File: config.mk
export PLATFORM = sky130hd
export DESIGN_NAME = tm1638_responder
export DESIGN_NICKNAME = d
export VERILOG_FILES = /design/src/rtl/tm1638_responder_pkg.sv /design/src/rtl/sync_bit.sv /design/src/rtl/tm1638_responder.sv
export VERILOG_INCLUDE_DIRS = /design/src /design/src/rtl
export SDC_FILE = /design/constraint.sdc
export NUM_CORES = 1
export LEC_CHECK = 0
export CAP_MARGIN = 20
export CORE_MARGIN = 4
export CORE_UTILIZATION = 52
export DETAILED_ROUTE_END_ITERATION = 6
export PLACE_DENSITY = 0.85
export SLEW_MARGIN = 30
export SYNTH_ARGS = -nofsm -noshare
export SYNTH_HDL_FRONTEND = slang
export SYNTH_SLANG_ARGS = --single-unit
File: constraint.sdc
create_clock -name clk -period 2.4 [get_ports clk]
set_input_delay 0.48 -clock clk [delete_from_list [all_inputs] [get_ports clk]]
set_output_delay 0.48 -clock clk [all_outputs]
set_load 0.01 [all_outputs]
File: src/rtl/tm1638_defs.vh
// Command-field constants shared by the TM1638 host-side controller and the
// device-side responder.
`ifndef TM1638_DEFS_VH
`define TM1638_DEFS_VH
localparam logic [1:0] C_DATA    = 2'b01;
localparam logic [1:0] C_DISP    = 2'b10;
localparam logic [1:0] C_ADDR    = 2'b11;
localparam int         READ_BIT  = 1;
localparam int         FIXED_BIT = 2;
`endif

File: src/rtl/tm1638_responder_pkg.sv
// Shared types and helpers for the TM1638 device-side responder.
package tm1638_responder_pkg;
  `include "tm1638_defs.vh"

  typedef enum logic [2:0] {
    S_IDLE,
    S_CMD,
    S_WDATA,
    S_RDATA,
    S_IGNORE
  } state_t;

  localparam logic [2:0] KEY_BYTES = 3'd4;

  // Key scan byte n carries two switches: bit0 from the upper half, bit4 from the lower half.
  function automatic logic [7:0] key_byte(input logic [7:0] snap, input logic [2:0] idx);
    logic [7:0] b;
    b = 8'h00;
    case (idx)
      3'd0:    b = {3'b000, snap[3], 3'b000, snap[7]};
      3'd1:    b = {3'b000, snap[2], 3'b000, snap[6]};
      3'd2:    b = {3'b000, snap[1], 3'b000, snap[5]};
      3'd3:    b = {3'b000, snap[0], 3'b000, snap[4]};
      default: b = 8'h00;
    endcase
    return b;
  endfunction
endpackage

File: src/rtl/sync_bit.sv
// Plain flop-chain synchronizer for one asynchronous input pin.
module sync_bit #(
  parameter int STAGES = 2
) (
  input  logic clk,
  input  logic d,
  output logic q
);
  logic [STAGES-1:0] chain;

  always_ff @(posedge clk) begin
    chain <= {chain[STAGES-2:0], d};
  end

  assign q = chain[STAGES-1];
endmodule

File: src/rtl/tm1638_responder.sv
// TM1638-compatible serial responder: decodes host frames into display RAM,
// display control and key-scan read-back.
module tm1638_responder
  import tm1638_responder_pkg::*;
#(
  parameter int SYNC_STAGES = 2
) (
  input  logic       clk,
  input  logic       rst,
  input  logic       tm_stb,
  input  logic       tm_clk,
  input  logic       tm_dio_in,
  output logic       tm_dio_out,
  output logic       tm_dio_oe,
  input  logic [7:0] keys,
  output logic [7:0] digit1,
  output logic [7:0] digit2,
  output logic [7:0] digit3,
  output logic [7:0] digit4,
  output logic [7:0] digit5,
  output logic [7:0] digit6,
  output logic [7:0] digit7,
  output logic [7:0] digit8,
  output logic [7:0] leds,
  output logic       display_on,
  output logic [2:0] brightness,
  output logic       frame_err
);
  logic       stb_s, sclk_s, dio_s;
  logic       stb_q, sclk_q;
  logic       stb_rise, stb_fall, stb_edge;
  logic       clk_rise, clk_fall;
  logic       bit_tick, byte_done, rd_start;
  logic [7:0] rx_byte;
  logic [6:0] shreg;
  logic [2:0] bit_cnt;
  logic [7:0] ram [16];
  logic [3:0] addr;
  logic       read_mode, fixed_mode;
  logic [7:0] keys_snap;
  logic [2:0] rd_bit, rd_idx;
  logic [7:0] cur_key;
  state_t     state, state_next;

  sync_bit #(.STAGES(SYNC_STAGES)) u_sync_stb (.clk(clk), .d(tm_stb),    .q(stb_s));
  sync_bit #(.STAGES(SYNC_STAGES)) u_sync_clk (.clk(clk), .d(tm_clk),    .q(sclk_s));
  sync_bit #(.STAGES(SYNC_STAGES)) u_sync_dio (.clk(clk), .d(tm_dio_in), .q(dio_s));

  // Edge history is left unreset so a strobe held low across rst does not fake a new frame.
  always_ff @(posedge clk) begin
    stb_q  <= stb_s;
    sclk_q <= sclk_s;
  end

  assign stb_rise  = stb_s & ~stb_q;
  assign stb_fall  = ~stb_s & stb_q;
  assign stb_edge  = stb_rise | stb_fall;
  assign clk_rise  = sclk_s & ~sclk_q & ~stb_edge;
  assign clk_fall  = ~sclk_s & sclk_q & ~stb_edge;
  assign bit_tick  = clk_rise & (state != S_IDLE);
  assign byte_done = bit_tick & (bit_cnt == 3'd7);
  assign rx_byte   = {dio_s, shreg};
  assign rd_start  = byte_done & (state == S_CMD) & (rx_byte[7:6] == C_DATA) & rx_byte[READ_BIT];
  assign cur_key   = key_byte(keys_snap, rd_idx);

  always_ff @(posedge clk) begin
    if (rst) state <= S_IDLE;
    else     state <= state_next;
  end

  always_comb begin
    state_next = state;
    if (stb_rise) begin
      state_next = S_IDLE;
    end else if (stb_fall) begin
      state_next = S_CMD;
    end else if (byte_done && state == S_CMD) begin
      state_next = S_IGNORE;
      if (rx_byte[7:6] == C_ADDR && !read_mode) state_next = S_WDATA;
      else if (rd_start)                        state_next = S_RDATA;
    end
  end

  always_ff @(posedge clk) begin
    frame_err <= 1'b0;
    if (rst) begin
      for (int i = 0; i < 16; i++) ram[i] <= 8'h00;
      shreg      <= '0;
      bit_cnt    <= '0;
      addr       <= '0;
      read_mode  <= 1'b0;
      fixed_mode <= 1'b0;
      display_on <= 1'b0;
      brightness <= '0;
    end else begin
      if (stb_rise) begin
        if (bit_cnt != 3'd0) frame_err <= 1'b1;
        bit_cnt <= '0;
      end else if (stb_fall) begin
        bit_cnt <= '0;
      end else if (bit_tick) begin
        shreg   <= rx_byte[7:1];
        bit_cnt <= bit_cnt + 3'd1;
      end

      if (byte_done && state == S_CMD) begin
        case (rx_byte[7:6])
          C_DATA: begin
            read_mode  <= rx_byte[READ_BIT];
            fixed_mode <= rx_byte[FIXED_BIT];
          end
          C_ADDR: addr <= rx_byte[3:0];
          C_DISP: begin
            display_on <= rx_byte[3];
            brightness <= rx_byte[2:0];
          end
          default: ;
        endcase
      end else if (byte_done && state == S_WDATA) begin
        ram[addr] <= rx_byte;
        if (!fixed_mode) addr <= addr + 4'd1;
      end
    end
  end

  // The pad is only driven while a read frame is open; bits advance on the host's falling edge.
  always_ff @(posedge clk) begin
    if (rst) begin
      tm_dio_oe  <= 1'b0;
      tm_dio_out <= 1'b1;
      keys_snap  <= '0;
      rd_bit     <= '0;
      rd_idx     <= '0;
    end else if (state != S_RDATA || stb_rise) begin
      tm_dio_oe  <= 1'b0;
      tm_dio_out <= 1'b1;
      if (rd_start) begin
        keys_snap <= keys;
        rd_bit    <= '0;
        rd_idx    <= '0;
      end
    end else if (clk_fall) begin
      tm_dio_oe  <= 1'b1;
      tm_dio_out <= cur_key[rd_bit];
      rd_bit     <= rd_bit + 3'd1;
      if (rd_bit == 3'd7 && rd_idx < KEY_BYTES) rd_idx <= rd_idx + 3'd1;
    end
  end

  assign digit1 = ram[0];
  assign digit2 = ram[2];
  assign digit3 = ram[4];
  assign digit4 = ram[6];
  assign digit5 = ram[8];
  assign digit6 = ram[10];
  assign digit7 = ram[12];
  assign digit8 = ram[14];

  always_comb begin
    leds = '0;
    for (int i = 0; i < 8; i++) leds[7-i] = ram[2*i+1][0];
  end
endmodule

==> impl_table.tex, run 1 <==
\begin{tabular}{lr}
\hline
Metric & Value \\
\hline
\multicolumn{2}{l}{\textbf{Synth}} \\
\quad Cell types with the highest counts after synthesis & sky130\_fd\_sc\_hd\_\_edfxtp\_1, sky130\_fd\_sc\_hd\_\_and2\_1, sky130\_fd\_sc\_hd\_\_dfxtp\_1 \\
\quad Count of distinct cell types in the synthesized netlist & 48 \\
\quad Number of cells produced by synthesis & 400 \\
\quad Share of synthesized flip-flops with an asynchronous set or reset & 0\% \\
\quad Count leader, synth & sky130\_fd\_sc\_hd\_\_edfxtp\_1 \\
\quad Cell type with the highest aggregate area in the netlist & sky130\_fd\_sc\_hd\_\_edfxtp\_1 \\
\quad Number of warnings reported in the yosys synthesis log & 0 \\
\quad Cell area after technology mapping & 4940 sq um \\
\quad Largest cells by area after synthesis & sky130\_fd\_sc\_hd\_\_edfxtp\_1, sky130\_fd\_sc\_hd\_\_dfxtp\_1, sky130\_fd\_sc\_hd\_\_and2\_1, sky130\_fd\_sc\_hd\_\_mux2i\_1, sky130\_fd\_sc\_hd\_\_ha\_1 \\
\quad Flops \& latches, synth & 120 \\
\quad Most used DFF post-synth & sky130\_fd\_sc\_hd\_\_edfxtp\_1 \\
\quad Post-synth EDFFs & 72 \\
\quad Sequential-to-total area share from yosys stat & 63.2\% \\
\quad Number of nets produced by synthesis & 429 \\
\quad Area fraction of the dominant cell type after synthesis & 43.7\% \\
\quad Mean area per synthesized cell & 12.4 sq um \\
\multicolumn{2}{l}{\textbf{CTS}} \\
\quad Clock transition at the registers of the reported paths & 60 ps \\
\quad Root Buffer Master & sky130\_fd\_sc\_hd\_\_clkbuf\_8 \\
\quad Number of buffers created by CTS & 17 \\
\quad Number of buffers inserted by post-CTS setup repair & 0 \\
\quad TritonCTS clock tree & done \\
\quad Later-pin clock latency in the skew report & 520 ps \\
\quad Num Clock Sinks & 120 \\
\quad Number of hold-repair buffers added at the cts stage & 0 \\
\quad Number of H-tree branching levels & 4 \\
\quad CTS max path bufs & 2 \\
\quad Post-cts gate resize count & 0 \\
\multicolumn{2}{l}{\textbf{Route}} \\
\quad Sum of routed wire length over all layers & 11000 microns \\
\quad Initial detailed-routing violation count & 171 \\
\quad Average routed wire per standard cell & 17.0 microns \\
\quad Final ANT Viol Nets & 0 \\
\quad Routed vias & 3417 \\
\quad Residual DRC & 0 \\
\quad Detailed-route vias per instance & 5.29 \\
\quad First-pass DRT Iterations & 5 \\
\multicolumn{2}{l}{\textbf{Setup path}} \\
\quad Path type of the worst setup path & reg2reg \\
\quad Worst reg2reg path depth & 6 \\
\quad Register-to-register path setup slack & 370 ps \\
\quad Critical register-to-register path endpoint & ram[0][5]\$\_SDFFCE\_PN0P\_ \\
\quad Crit path arrival time & 2250 ps \\
\quad Critical Path Sink Type & flop \\
\quad Worst Path Required & 2620 ps \\
\quad Worst Path Max Fanout & 8 \\
\quad Element type at the critical path start & flop \\
\quad Worst reg2reg path startpoint & u\_sync\_stb.chain[1]\$\_DFF\_P\_ \\
\quad Critical path startpoint & u\_sync\_stb.chain[1]\$\_DFF\_P\_ \\
\multicolumn{2}{l}{\textbf{Timing}} \\
\quad Worst path setup slack after routing & 370 ps \\
\quad Headroom to the max-slew limit & 57.5\% \\
\quad Number of setup violations in the final report & 0 \\
\quad Share of the clock period used by the worst path after layout & 84.6\% \\
\quad RSZ-0062 raised after global routing & false \\
\quad Pin slew with the least headroom to its limit & 637 ps \\
\quad Max-slew violation total from the final report & 0 \\
\quad Final hold viol count & 0 \\
\quad TNS Setup & 0 ps \\
\quad Clock skew & 6.33 ps \\
\quad Post-layout min period & 2030 ps \\
\quad Maximum operating frequency & 493 MHz \\
\multicolumn{2}{l}{\textbf{Placement}} \\
\quad Post-detail-place hpwl & 7150 microns \\
\quad Final GP Congestion & 0.859 \\
\quad Buffers on Ports & 91 \\
\quad Post-Place Setup Slack & 435 ps \\
\multicolumn{2}{l}{\textbf{Die}} \\
\quad Floorplan Core Area & 9240 sq um \\
\quad Boundary pin count & 92 \\
\quad Initial core utilization & 53.5\% \\
\quad \# rows & 35 \\
\quad Die area & 11100 sq um \\
\quad Overall die height & 106 microns \\
\quad Width of the die & 106 microns \\
\multicolumn{2}{l}{\textbf{Global routing}} \\
\quad Vias in the first global route & 3426 \\
\quad Leftover overflow at the end of global routing & 0 \\
\quad Initial antenna violation count & 0 \\
\quad Wire length of the first global-routing pass & 17700 microns \\
\quad GRT Total Usage & 20.4\% \\
\quad Maximum number of pins on one net before global-route repair & 56 \\
\multicolumn{2}{l}{\textbf{Worst hold path}} \\
\quad Cell depth of the worst hold path & 0 \\
\quad End point of the worst hold path & u\_sync\_stb.chain[1]\$\_DFF\_P\_ \\
\quad Startpoint of the worst hold path & u\_sync\_stb.chain[0]\$\_DFF\_P\_ \\
\quad Hold crit path type & reg2reg \\
\multicolumn{2}{l}{\textbf{Layout}} \\
\quad Register area & 3120 sq um \\
\quad Fill cells & 600 \\
\quad Area of the multi-input gates & 1690 sq um \\
\quad Antenna diode count & 0 \\
\quad Total Nets Final & 533 \\
\quad Share of layout cells above drive strength 1 & 11.2\% \\
\quad Synth-to-layout area growth & 35.0\% \\
\multicolumn{2}{l}{\textbf{Pwr}} \\
\quad PD cells & 789 nW/um\^{}2 \\
\quad Worst IR Drop VDD & 456 uV \\
\quad Total leakage power & 2.59 nW \\
\multicolumn{2}{l}{\textbf{Run}} \\
\quad Count of maximum capacitance violations & 0 \\
\multicolumn{2}{l}{\textbf{Run status}} \\
\quad Result of the run & finished clean \\
\hline
\end{tabular}
-- state kept, by name, summed over array words and instances, names as in the netlist, 3 cells and up --
signal / count
ram: 72
keys_snap: 8
shreg: 7
addr: 4
bit_cnt: 3
brightness: 3
rd_bit: 3
rd_idx: 3
state: 3
-- power by group --
group	total (mW)	leakage (nW)	internal [mW]	switching, mW
combinational	0.194	1.15	0.104	0.0900
clock	2.82	0.308	1.90	0.923
sequential	2.25	1.13	2.23	0.0239
-- worst max path at each step --
stage / slack, ps / to
floorplan: 350 / ram[10][0]$_SDFFCE_PN0P_
global placement: 480 / rd_idx[2]$_SDFFE_PP0P_
detailed placement: 440 / keys_snap[0]$_SDFFE_PP0P_
CTS: 370 / ram[0][1]$_SDFFCE_PN0P_
global route: 140 / keys_snap[7]$_SDFFE_PP0P_
finish: 370 / ram[0][5]$_SDFFCE_PN0P_
-- worst max-delay path, cell delays in order (launching register included) --
cell,delay (ps)
sky130_fd_sc_hd__dfxtp_1,350
sky130_fd_sc_hd__inv_1,70
sky130_fd_sc_hd__ha_1,310
sky130_fd_sc_hd__and3b_1,250
sky130_fd_sc_hd__nand4_1,210
sky130_fd_sc_hd__nor2_1,260
sky130_fd_sc_hd__or2_2,270
-- layout by cell type, fill, tap and decap left out, types with 2 or more instances in the layout --
master                            synthesis  final
sky130_fd_sc_hd__and3b_1                  2      2
sky130_fd_sc_hd__clkbuf_16                0     16
sky130_fd_sc_hd__nand2b_1                 6      6
sky130_fd_sc_hd__nor2_1                  46     46
sky130_fd_sc_hd__buf_4                    2     12
sky130_fd_sc_hd__nand4_1                  3      3
sky130_fd_sc_hd__o32ai_1                  3      3
sky130_fd_sc_hd__ha_1                    16     16
sky130_fd_sc_hd__clkinvlp_4               0      4
sky130_fd_sc_hd__or2_2                    9      9
sky130_fd_sc_hd__edfxtp_1                72     72
sky130_fd_sc_hd__mux2i_1                 23     23
sky130_fd_sc_hd__a221oi_1                 2      2
sky130_fd_sc_hd__and2_1                  64     64
sky130_fd_sc_hd__o21bai_1                 8      8
sky130_fd_sc_hd__clkdlybuf4s50_1          0     90
sky130_fd_sc_hd__nor2b_1                  3      3
sky130_fd_sc_hd__nor3b_1                  3      3
sky130_fd_sc_hd__a21oi_1                 10     10
sky130_fd_sc_hd__nand2_1                 14     14
sky130_fd_sc_hd__o21a_1                   2      2
sky130_fd_sc_hd__dfxtp_1                 48     48
sky130_fd_sc_hd__a211oi_2                 2      2
sky130_fd_sc_hd__or3_1                    3      3
sky130_fd_sc_hd__nand3_1                 12     12
sky130_fd_sc_hd__clkinv_4                 0      3
sky130_fd_sc_hd__bufinv_16                0      6
sky130_fd_sc_hd__inv_1                   10     10
-- cell families (layout without fill, tap and decap cells) --
| logic type | after synthesis | after routing | synth area share [%] |
|---|---|---|---|
| buffers and inverters | 28 | 145 | 2.61 |
| XOR/XNOR | 1 | 1 | 0.177 |
| multiplexers | 23 | 23 | 4.66 |
| adder cells (fa/ha/maj) | 16 | 16 | 4.05 |
| AO/OA/AOI/OAI | 37 | 37 | 5.57 |
| AND/OR/NAND/NOR | 175 | 175 | 19.8 |
| flip-flops | 120 | 120 | 63.2 |
-- routing by layer --
metal  vias to the layer above  routed length (microns)  GRT usage [%]  part of all wire (%)
met5                         -                        0              0                     0
met4                         0                      186           7.96                   1.7
met2                       146                     5660           34.8                    52
li1                       1612                        -              -                     -
met1                      1637                     4400           24.6                    40
met3                        22                      732           5.70                   6.7
-- per-stage QoR --
stage | std cells | hold WS [ps] | cell area, sq um | total power [mW] | util (%)
4_1_cts | 646 | 330 | 6670 | 5.29 | 72.2
6_report | 646 | 328 | 6670 | 5.27 | 72.2
5_1_grt | 646 | 352 | 6670 | 5.40 | 72.2
3_3_place_gp | 614 | 311 | 6010 | 2.48 | 65.1
3_5_place_dp | 614 | 312 | 6010 | 2.49 | 65.1
2_1_floorplan | 400 | 310 | 4940 | 2.37 | -
-- final cells by class --
| cell class | instances | area share, % |
|---|---|---|
| flip-flops and latches | 120 | 46.8 |
| multi-input cells | 252 | 25.4 |
| repair buffers | 103 | 14.9 |
| clock buffers | 17 | 6.21 |
| clock inverters | 15 | 3.73 |
| well taps | 129 | 2.42 |
| inverters | 10 | 0.562 |
No activity file was read; power rests on OpenSTA's default activity.
==> inputs of run 2 (changes only) <==
--- a/config.mk
+++ b/config.mk
@@ -8,9 +8,9 @@
 export LEC_CHECK = 0
 export CAP_MARGIN = 20
 export CORE_MARGIN = 4
-export CORE_UTILIZATION = 52
+export CORE_UTILIZATION = 47
 export DETAILED_ROUTE_END_ITERATION = 6
-export PLACE_DENSITY = 0.85
+export PLACE_DENSITY = 0.81
 export SLEW_MARGIN = 30
 export SYNTH_ARGS = -nofsm -noshare
 export SYNTH_HDL_FRONTEND = slang
==> constraint.sdc (replaced) <==
create_clock -name clk -period 1.8 [get_ports clk]
set_input_delay 0.36 -clock clk [delete_from_list [all_inputs] [get_ports clk]]
set_output_delay 0.36 -clock clk [all_outputs]
set_load 0.01 [all_outputs]
==> run 2 against run 1 <==
Non-clock buffer count rose by 19. Critical path type is now reg2out. Critical endpoint is now digit3[1]. Power is 25% higher. Via count grew 0.73%. Combinational power rose by 49%. Critical path depth down 5. Routed wire length rose by 0.46%. First-iteration DRC count grew 17%. Final area rose by 4.5%. Sequential power rose by 33%. Clock skew increased by 0.62 ps.
==> impl_table.tex, run 2 (synthesis gave the netlist of run 1 again) <==
\begin{tabular}{lr}
\hline
Metric & Value \\
\hline
\multicolumn{2}{l}{\textbf{Die}} \\
\quad Overall die height & 111 microns (+4.8\%) \\
\quad Width of the die & 111 microns (+4.8\%) \\
\quad \# rows & 37 (+5.7\%) \\
\quad Boundary pin count & 92 (unchanged) \\
\quad Initial core utilization & 48.1\% (-5.4 points) \\
\quad Die area & 12200 sq um (+9.8\%) \\
\quad Floorplan Core Area & 10300 sq um (+11\%) \\
\multicolumn{2}{l}{\textbf{Global routing}} \\
\quad Vias in the first global route & 3482 (+1.6\%) \\
\quad GRT Total Usage & 18.5\% (-2.0 points) \\
\quad Leftover overflow at the end of global routing & 0 (unchanged) \\
\quad Initial antenna violation count & 0 (unchanged) \\
\quad Wire length of the first global-routing pass & 18000 microns (+2.1\%) \\
\quad Maximum number of pins on one net before global-route repair & 56 (unchanged) \\
\multicolumn{2}{l}{\textbf{Pwr}} \\
\quad Total leakage power & 2.90 nW (+12\%) \\
\quad Sw Ratio & 21.9\% (+2.2 points) \\
\quad Fraction of power consumed by combinational cells & 4.4\% (+0.7 points) \\
\quad PD cells & 941 nW/um\^{}2 (+19\%) \\
\quad Fraction of power consumed by sequential logic & 45.6\% (+2.9 points) \\
\quad Internal Dissipation & 5.13 mW (+21\%) \\
\quad Switching pwr & 1.44 mW (+39\%) \\
\quad Worst IR Drop VDD & 721 uV (+58\%) \\
\quad Share of power burned in the clock network & 50.0\% (-3.6 points) \\
\multicolumn{2}{l}{\textbf{Placement}} \\
\quad Final GP Congestion & 0.794 (-7.6\%) \\
\quad Post-Place Setup Slack & -36.2 ps (-472 ps) \\
\quad Area post-placement & 6210 sq um (+3.4\%) \\
\quad Buffers on Ports & 91 (unchanged) \\
\quad Number of instances in the placed design & 636 (+3.6\%) \\
\quad Post-detail-place hpwl & 7500 microns (+4.9\%) \\
\multicolumn{2}{l}{\textbf{Layout}} \\
\quad Fin area & 6980 sq um (+4.5\%) \\
\quad Post-Layout Cell Count & 672 (+4.0\%) \\
\quad Largest register by flop count & ram \\
\quad Total Nets Final & 552 (+3.6\%) \\
\quad Fill cells & 712 (+19\%) \\
\quad Number of flip-flops in the largest register & 72 (unchanged) \\
\quad Leading cell types in the layout, fill and taps excluded & sky130\_fd\_sc\_hd\_\_clkdlybuf4s50\_1, sky130\_fd\_sc\_hd\_\_edfxtp\_1, sky130\_fd\_sc\_hd\_\_and2\_1 \\
\quad Share of layout cells above drive strength 1 & 19.4\% (+8.2 points) \\
\quad Regs by FF count & ram: 72 flops, keys\_snap: 8 flops, shreg: 7 flops \\
\quad Synth-to-layout area growth & 41.1\% \\
\quad Leading cell type in the layout, fill and taps excluded & sky130\_fd\_sc\_hd\_\_clkdlybuf4s50\_1 \\
\quad Antenna diode count & 0 (unchanged) \\
\multicolumn{2}{l}{\textbf{Setup path}} \\
\quad Worst Path Max Fanout & 1 (-7) \\
\quad Stage delay of the slowest cell on the critical path & 540 ps (+190 ps) \\
\quad Worst path slowest cell & sky130\_fd\_sc\_hd\_\_clkdlybuf4s50\_1 \\
\quad Critical Path Sink Type & primary output \\
\quad CP top delay family & buffers and inverters \\
\quad Element type at the critical path start & flop \\
\quad Ordered cell list for the critical path & clkdlybuf4s50\_1 \\
\quad Worst Path Required & 1440 ps (-1180 ps) \\
\quad CP bufs+invs & 1 (unchanged) \\
\quad Path type of the worst setup path & reg2out \\
\quad Crit path arrival time & 1400 ps (-850 ps) \\
\multicolumn{2}{l}{\textbf{CTS}} \\
\quad Clock transition at the registers of the reported paths & 60 ps (about the same) \\
\quad Root Buffer Master & sky130\_fd\_sc\_hd\_\_clkbuf\_8 \\
\quad Number of buffers created by CTS & 17 (unchanged) \\
\quad Later-pin clock latency in the skew report & 510 ps (about the same) \\
\quad Num Clock Sinks & 120 (unchanged) \\
\quad Number of hold-repair buffers added at the cts stage & 0 (unchanged) \\
\quad CTS max path bufs & 2 (unchanged) \\
\quad Number of H-tree branching levels & 4 (unchanged) \\
\quad TritonCTS clock tree & done \\
\multicolumn{2}{l}{\textbf{Timing}} \\
\quad Pin slew with the least headroom to its limit & 592 ps (-45.1 ps) \\
\quad Fin Hold WS & 291 ps (-37.4 ps) \\
\quad Post-layout min period & 1760 ps \\
\quad Number of setup violations in the final report & 0 (unchanged) \\
\quad Worst path setup slack after routing & 37.4 ps (-332 ps) \\
\quad Maximum operating frequency & 567 MHz \\
\quad TNS Setup & 0 ps (unchanged) \\
\quad Headroom to the max-slew limit & 60.5\% (+3.0 points) \\
\quad RSZ-0062 raised after global routing & true \\
\quad Max-slew violation total from the final report & 0 (unchanged) \\
\quad Clock skew & 6.95 ps (+0.623 ps) \\
\quad Final hold viol count & 0 (unchanged) \\
\quad Share of the clock period used by the worst path after layout & 97.9\% \\
\multicolumn{2}{l}{\textbf{Route}} \\
\quad Detailed-route vias per instance & 5.12 (-3.2\%) \\
\quad Average routed wire per standard cell & 16.4 microns (-3.4\%) \\
\quad Residual DRC & 0 (unchanged) \\
\quad Initial detailed-routing violation count & 200 (+17\%) \\
\quad First-pass DRT Iterations & 4 (-1) \\
\quad Final ANT Viol Nets & 0 (unchanged) \\
\quad Routed vias & 3442 (+0.73\%) \\
\quad Sum of routed wire length over all layers & 11000 microns (+0.46\%) \\
\multicolumn{2}{l}{\textbf{Run}} \\
\quad Count of maximum capacitance violations & 0 (unchanged) \\
\multicolumn{2}{l}{\textbf{Worst hold path}} \\
\quad Hold crit path type & in2reg \\
\multicolumn{2}{l}{\textbf{Run status}} \\
\quad Result of the run & finished clean \\
\hline
\end{tabular}
[run 2: cell types whose count changed in the layout (fill, tap and decap cells not counted), sizes merged]
cell           delta
buf              +19
clkdlybuf4s50    -17
dlymetal6s2s     +11
dlygate4sd2       +6
inv               +5
bufinv            -4
clkinvlp          -3
clkinv            +2
[run 2: stage by stage]
| stage | utilization [%] | power, mW |
|---|---|---|
| final | 67.9 | 6.56 |
| after global routing | 67.9 | 6.75 |
| after CTS | 66.6 | 6.60 |
| after detailed placement | 60.4 | 3.34 |
| after global placement | 60.4 | 3.33 |
| after floorplan | - | 3.16 |
[run 2: power by group through the flow]
stage	clock (mW)	sequential (mW)	combinational [mW]
floorplan	0	3.08	0.0848
global placement	0	3.05	0.280
detailed placement	0	3.05	0.287
CTS	3.32	2.99	0.287
global route	3.45	3.00	0.309
finish	3.28	2.99	0.289
[run 2: final timing paths]
check / start / end / slack [ps] / cells after the start
max: ram[4][1]$_SDFFCE_PN0P_ / digit3[1] / 40 / 1
min: tm_dio_in / u_sync_dio.chain[0]$_DFF_P_ / 290 / 1
max reg2reg: u_sync_stb.chain[1]$_DFF_P_ / ram[8][4]$_SDFFCE_PN0P_ / 40 / 7
min reg2reg: u_sync_clk.chain[0]$_DFF_P_ / u_sync_clk.chain[1]$_DFF_P_ / 330 / 0
[run 2: what timing repair did]
action                     CTS  global route
cloned                       0             0
setup endpoints to repair   91           168
pin swaps                    6            18
gates resized for setup     18            29
setup buffers                1             3
[run 2: metal layers]
metal / track usage, % / routed length [microns]
met5: 0 / 0
met4: 6.65 / 121
met3: 5.70 / 684
met2: 32.2 / 5650
met1: 21.3 / 4570
[run 2: final cells by class]
class | count | area [sq um] | area share, %
clock inverter | 15 | 168 | 2.40
sequential | 120 | 3130 | 44.8
multi-input combinational | 252 | 1850 | 26.5
inverter | 10 | 37.5 | 0.538
tap | 136 | 170 | 2.44
clock buffer | 17 | 414 | 5.94
timing repair buffer | 122 | 1210 | 17.3
